--- config.mk ---
export PLATFORM = sky130hd
export DESIGN_NAME = nibble_serial_add_ctrl
export DESIGN_NICKNAME = d
export VERILOG_FILES = /design/src/rtl/nibble_serial_add_ctrl.sv
export SDC_FILE = /design/constraint.sdc
export NUM_CORES = 1
export LEC_CHECK = 0
export BUFFER_PORTS_ARGS = -buffer_cell sky130_fd_sc_hd__buf_2
export CAP_MARGIN = 20
export CORE_MARGIN = 5
export CORE_UTILIZATION = 55
export CTS_CLUSTER_DIAMETER = 100
export CTS_CLUSTER_SIZE = 16
export DETAILED_ROUTE_END_ITERATION = 6
export GPL_TIMING_DRIVEN = 1
export PLACE_DENSITY = 0.84
export SLEW_MARGIN = 20
export SYNTH_ARGS = -nofsm -noshare
export SYNTH_HDL_FRONTEND = slang
export SYNTH_SLANG_ARGS = --single-unit
--- constraint.sdc ---
create_clock -name clk -period 2.7 [get_ports clk]
set_input_delay 0.405 -clock clk [delete_from_list [all_inputs] [get_ports clk]]
set_output_delay 0.405 -clock clk [all_outputs]
set_load 0.05 [all_outputs]
--- src/rtl/nibble_serial_add_ctrl.sv ---
// nibble_serial_add_ctrl
// Drives one external 4-bit adder slice so that it adds two W-bit operands,
// one nibble per cycle, least-significant nibble first. Carry ripples between
// nibbles through carry_reg. Operands arrive on a valid/ready handshake and
// the result leaves on a second valid/ready handshake.
// Optional feature: define ADDSUB_EN to add a 'sub' input selecting a-b.
module nibble_serial_add_ctrl #(
  parameter int NIBBLES = 4,
  localparam int W = 4 * NIBBLES
) (
  input  logic         clk,
  input  logic         rst_n,
  input  logic         in_valid,
  output logic         in_ready,
  input  logic [W-1:0] a,
  input  logic [W-1:0] b,
  input  logic         cin,
`ifdef ADDSUB_EN
  input  logic         sub,
`endif
  output logic         out_valid,
  input  logic         out_ready,
  output logic [W-1:0] sum,
  output logic         cout,
  output logic         busy,
  output logic [3:0]   add_a,
  output logic [3:0]   add_b,
  output logic         add_cin,
  input  logic [3:0]   add_s,
  input  logic         add_co
);

  // idx needs at least one bit even when there is only one nibble
  localparam int IW    = (NIBBLES > 1) ? $clog2(NIBBLES) : 1;
  localparam int DEPTH = 1 << IW;

  typedef enum logic [1:0] {
    IDLE = 2'd0,
    RUN  = 2'd1,
    DONE = 2'd2
  } state_t;

  state_t          state_reg, state_next;
  logic [IW-1:0]   idx_reg;
  logic            carry_reg;
  logic [W-1:0]    a_reg;
  logic [W-1:0]    b_reg;
  logic [W-1:0]    sum_reg;
`ifdef ADDSUB_EN
  logic            sub_reg;
`endif

  logic [3:0]      a_nib [DEPTH];
  logic [3:0]      b_nib [DEPTH];
  logic            last_nib;

  // Split the operand registers into nibbles; unused slots (non power of two
  // NIBBLES) read as zero so the idx-addressed lookup is always in range.
  generate
    for (genvar gi = 0; gi < DEPTH; gi++) begin : g_nib
      if (gi < NIBBLES) begin : g_real
        assign a_nib[gi] = a_reg[4*gi +: 4];
        assign b_nib[gi] = b_reg[4*gi +: 4];
      end else begin : g_pad
        assign a_nib[gi] = 4'd0;
        assign b_nib[gi] = 4'd0;
      end
    end
  endgenerate

  assign last_nib = (idx_reg == IW'(NIBBLES - 1));
  assign sum      = sum_reg;

  // State register
  always_ff @(posedge clk) begin
    if (!rst_n) begin
      state_reg <= IDLE;
    end else begin
      state_reg <= state_next;
    end
  end

  // Next-state and outputs; the slice inputs are held at zero outside RUN
  always_comb begin
    state_next = state_reg;
    in_ready   = 1'b0;
    out_valid  = 1'b0;
    busy       = 1'b0;
    cout       = 1'b0;
    add_a      = 4'd0;
    add_b      = 4'd0;
    add_cin    = 1'b0;
    case (state_reg)
      IDLE: begin
        in_ready = rst_n;
        if (in_valid && rst_n) begin
          state_next = RUN;
        end
      end
      RUN: begin
        busy    = 1'b1;
        add_a   = a_nib[idx_reg];
`ifdef ADDSUB_EN
        // Subtraction is a + ~b + 1; the +1 comes from the initial carry
        add_b   = b_nib[idx_reg] ^ {4{sub_reg}};
`else
        add_b   = b_nib[idx_reg];
`endif
        add_cin = carry_reg;
        if (last_nib) begin
          state_next = DONE;
        end
      end
      DONE: begin
        busy      = 1'b1;
        out_valid = 1'b1;
        cout      = carry_reg;
        if (out_ready) begin
          state_next = IDLE;
        end
      end
      default: begin
        state_next = IDLE;
      end
    endcase
  end

  // Datapath: capture operands on accept, then fold one slice result per RUN cycle
  always_ff @(posedge clk) begin
    if (!rst_n) begin
      idx_reg   <= '0;
      carry_reg <= 1'b0;
      a_reg     <= '0;
      b_reg     <= '0;
      sum_reg   <= '0;
`ifdef ADDSUB_EN
      sub_reg   <= 1'b0;
`endif
    end else begin
      case (state_reg)
        IDLE: begin
          if (in_valid) begin
            a_reg     <= a;
            b_reg     <= b;
            idx_reg   <= '0;
            sum_reg   <= '0;
`ifdef ADDSUB_EN
            sub_reg   <= sub;
            carry_reg <= sub ? 1'b1 : cin;
`else
            carry_reg <= cin;
`endif
          end
        end
        RUN: begin
          for (int i = 0; i < NIBBLES; i++) begin
            if (idx_reg == IW'(i)) begin
              sum_reg[4*i +: 4] <= add_s;
            end
          end
          carry_reg <= add_co;
          if (!last_nib) begin
            idx_reg <= idx_reg + 1'b1;
          end
        end
        default: begin
        end
      endcase
    end
  end

endmodule

# == Word-level counts from Yosys, hierarchy flattened ==
# Cells that the tools add are included.
# totals
reg_bits,53
latchBits,0
mem_bits_rw,0
mem_bits_ro,0
inputBits,42
out_inout_bits,29
n_memories,0
# classes
addsub,1
n_mul,0
div_mod_pow,0
magnitude_cmp,1
n_eq_ne,13
shift,0
mux,28
bitwise,1
n_reduce_logical,13
# ops
op,count
two-way mux 4 bit,10
one-hot mux 16 bit (2 select lines),1
AND reduction 3 bit,6
binary-select mux 4 bit (select 2 bit),2
two-way mux 16 bit,1
inequality test 2 bit (second input constant),8
two-way mux 2 bit,5
equality test 2 bit (second input constant),3
two-way mux 1 bit,6
one-hot mux 2 bit (3 select lines),1
equality test 2 x 1 -> 1 bit (second input constant),2
logical NOT 2 bit,2
one-hot mux 2 bit (2 select lines),1
AND reduction 2 bit,2
>= comparator 3 bit (second input constant),1
NOT 2 -> 3 bit,1
adder 2 x 1 -> 2 bit (second input constant),1
one-hot mux 1 bit (2 select lines),1
nonzero test 2 bit,1
OR reduction 2 bit,1
logical AND 1 bit,1

# == Depth between registers and ports, before layout ==
# depth
word_depth,5
mapped_depth,7
ltp_nobuf,5

# == Least setup slack after synthesis ==
# OpenSTA, ideal clock, no wires.
# synth_path
kind,register to output
from,reg state_reg[0]
to,out cout
arrival_ps,1396
required_ps,2295
slack_ps,899
stages_incl_launch_ff,4
path_buffers,0
path_cell_list,dfxtp_1 inv_1 ha_1 and2_1
# synth_via
elab_chain_len,2
# synth_rtl
item,line,rtl
"start, declared",43,"state_t state_reg, state_next;"
"start signal, assigned",79,state_reg <= state_next;
equality test 2 bit,93,case (state_reg)
two-way mux 1 bit,93,
"end, declared",24,"output logic cout,"
# No other way between the ends.

# == Final worst setup path ==
# layout_path
from,reg idx_reg[0]
to,out add_a[3]
# layout_via
elab_chain_len,5
# layout_rtl
item,line,rtl
"start, declared",44,logic [IW-1:0] idx_reg;
"start signal, assigned",163,idx_reg <= idx_reg + 1'b1;
NOT 2 -> 3 bit (implied by the code),102,add_a = a_nib[idx_reg];
binary-select mux 4 bit (select 2 bit),102,
two-way mux 4 bit (implied by the code) (2 in a row),102,
two-way mux 4 bit,93,
"end, declared",26,"output logic [3:0] add_a,"
# No other way between the ends. The select of a mux whose other input is x is not followed.

==> flow_summary.yaml <==
status:
  status: "finished, final reports clean"
timing:
  fin_crit_ns: 2.434
  slew_violations: 0
  slew_headroom: 0.5319
  rsz0062_at_grt: "false"
  fin_skew_ns: 0.003626
  setup_viol: 0
  tns_ns: 0
  hold_violations: 0
  tightest_slew_ns: 0.7022
  period_share: 0.9014
  fmax_mhz: 410.9
logic_synthesis:
  synthCells: 267
  synth_top_area_cell: "dfxtp_1"
  ys_async_sr_fraction: 0
  synth_area_per_cell_um2: 9.227
  synth_flop_cell: "dfxtp_1"
  synth_cell_type_count: 24
  ys_seq_area_frac: 0.4307
  synth-edff-count: 0
  synth_top_area_share: 0.4307
  syn_area_um2: 2464
  synth-seq-cells: 53
  syn-num-nets: 318
  yosysWarnings: 0
  synth_area_leaders: "dfxtp_1, nand2_1, a21boi_0, mux2i_1, mux4_2"
power_and_ir_drop:
  max-vdd-ir-drop_uv: 420.4
  p_leak_nw: 1.296
  power_density_nw_per_um2: 869.9
  totalPowerFinal_w: 0.002533
clocking:
  cts.sinks: 53
  clock_path_buffers: 2
  clkTransAtPathRegs_ns: 0.09
  post_cts_resized: 0
  cts_root_buffer: "clkbuf_8"
  htree_levels: 2
  post_cts_buffers: 0
  cts_buffers: 5
  holdBufCountCts: 0
  cts_tree: "yes"
  clk_latency_ns: 0.30
setup_path:
  max_stage_delay_ns: 0.76
  path_cells: "mux4_2 > and2_1 > buf_2"
  crit_type: "reg -> out"
  cp.depth: 3
  path_buf_inv: 1
  crit_family: "flip-flops"
  cpMaxStageDelayCell: "dfxtp_1"
  cp.required_ns: 2.30
  crit_fanout: 12
  cp-start-kind: "flip-flop"
  endpoint_kind: "primary output"
  r2r_cells: 5
  cp_data_arrival_time_ns: 2.03
final_layout:
  fin_util: 0.6687
  synthToLayoutAreaGrowth_pct: 18.18
  drive_above_1_share: 0.2827
  diodes: 0
  layout.nets: 380
floorplan:
  coreArea_um2: 4354
  start_util: 0.5658
  die_x_um: 76.93
  ioPinCount: 71
  die_h_um: 76.93
  die_area_um2: 5917
  row_count: 24
global_routing:
  antenna_found_initial: 0
  grt_overflow_total: 0
  grtUsageTotal: 0.1814
  grt_max_degree: 62
  grt_pass1_vias: 1958
  grt_pass1_wl_um: 8838
hold_path:
  hold_depth: 3
  hold_path_class: "in -> reg"
routing:
  ant_nets: 0
  drtIter0Drc: 96
  dr.pass1.iters: 4
  vias: 1936
  via_per_inst: 5.081
  drc: 0
  wire_per_inst_um: 13.69
  wl_um: 5214
place:
  hpwl_um: 3734
  gp_congestion: 0.8151
  port-buffer-count: 70
job:
  drv_cap: 0
==> worst paths after layout <==
kind / from / to / slack (ns)
worst max-delay path: idx_reg[0]$_SDFFE_PN0P_ / add_a[3] / 0.27
worst min register to register: a_reg[8]$_SDFFE_PN0P_ / a_reg[8]$_SDFFE_PN0P_ / 0.46
worst max register to register: state_reg[1]$_SDFFE_PN0P_ / sum[6]$_SDFFE_PN0P_ / 0.61
worst min-delay path: a[8] / a_reg[8]$_SDFFE_PN0P_ / 0.33
==> Yosys cell counts (2+ instances only) <==
master	count
dfxtp_1	53
a21boi_0	28
a21oi_2	3
mux4_2	8
nor2b_1	2
ha_1	9
a21boi_1	4
inv_1	7
and2_1	12
nand3_1	6
nand2_1	87
clkbuf_1	10
mux2i_1	21
buf_4	4
nor2_1	2
buf_2	3
==> report_power, final <==
part | switching (W) | internal (W)
combinational | 0.000660 | 0.000353
clock | 0.000245 | 0.000270
sequential | 0.0000894 | 0.000916
total | 0.000995 | 0.00154
==> placed cells by master (no fill, tap or decap), types with 3 or more instances in the layout <==
master | netlist | final
a21boi_0 | 28 | 28
inv_1 | 7 | 7
a21boi_1 | 4 | 4
buf_4 | 4 | 3
ha_1 | 9 | 9
and2_1 | 12 | 12
mux2i_1 | 21 | 21
nand2_1 | 87 | 87
a21oi_2 | 3 | 3
clkbuf_8 | 0 | 5
nand3_1 | 6 | 6
dfxtp_1 | 53 | 53
mux4_2 | 8 | 8
buf_2 | 3 | 70
==> through the flow <==
| step | hold slack [ns] | setup slack (ns) | instances | cell area (um^2) |
|---|---|---|---|---|
| final | 0.3312 | 0.2661 | 381 | 2912 |
| after global routing | 0.3346 | 0.1165 | 381 | 2912 |
| after CTS | 0.3238 | 0.2235 | 381 | 2912 |
| after detailed placement | 0.4433 | 0.5659 | 374 | 2808 |
| after global placement | 0.4417 | 0.5997 | 374 | 2808 |
| after floorplan | 0.4319 | 0.8991 | 267 | 2464 |
==> kinds of logic after synthesis <==
group | count (synthesis) | share of synthesized area
simple gates | 114 | 0.2016
mux | 29 | 0.1585
buf+inv | 25 | 0.04876
compound gates | 37 | 0.1148
fa+ha+maj | 9 | 0.04571
flops | 53 | 0.4307
==> layer usage <==
metal  GRT usage  wire length (um)  up-vias
met3     0.03513               243        9
met4     0.06818                76        0
met2      0.3115              2603       49
met5           0                 0        -
met1      0.2228              2290      881
li1            -                 -      997
==> layout make-up <==
cell class / count / area [um^2]
multi-input cells: 189 / 1282
fillers: 336 / 1443
clock inverters: 2 / 35.03
repair buffers: 73 / 372.9
flip-flops and latches: 53 / 1061
clock buffers: 5 / 68.82
inverters: 7 / 26.28
well taps: 52 / 65.06
==> tightest hold or removal path, cell delays in order <==
cell      delay, ns
buf_2          0.09
nand2_1        0.05
a21boi_1       0.05
(Power assumes the default switching activity.)
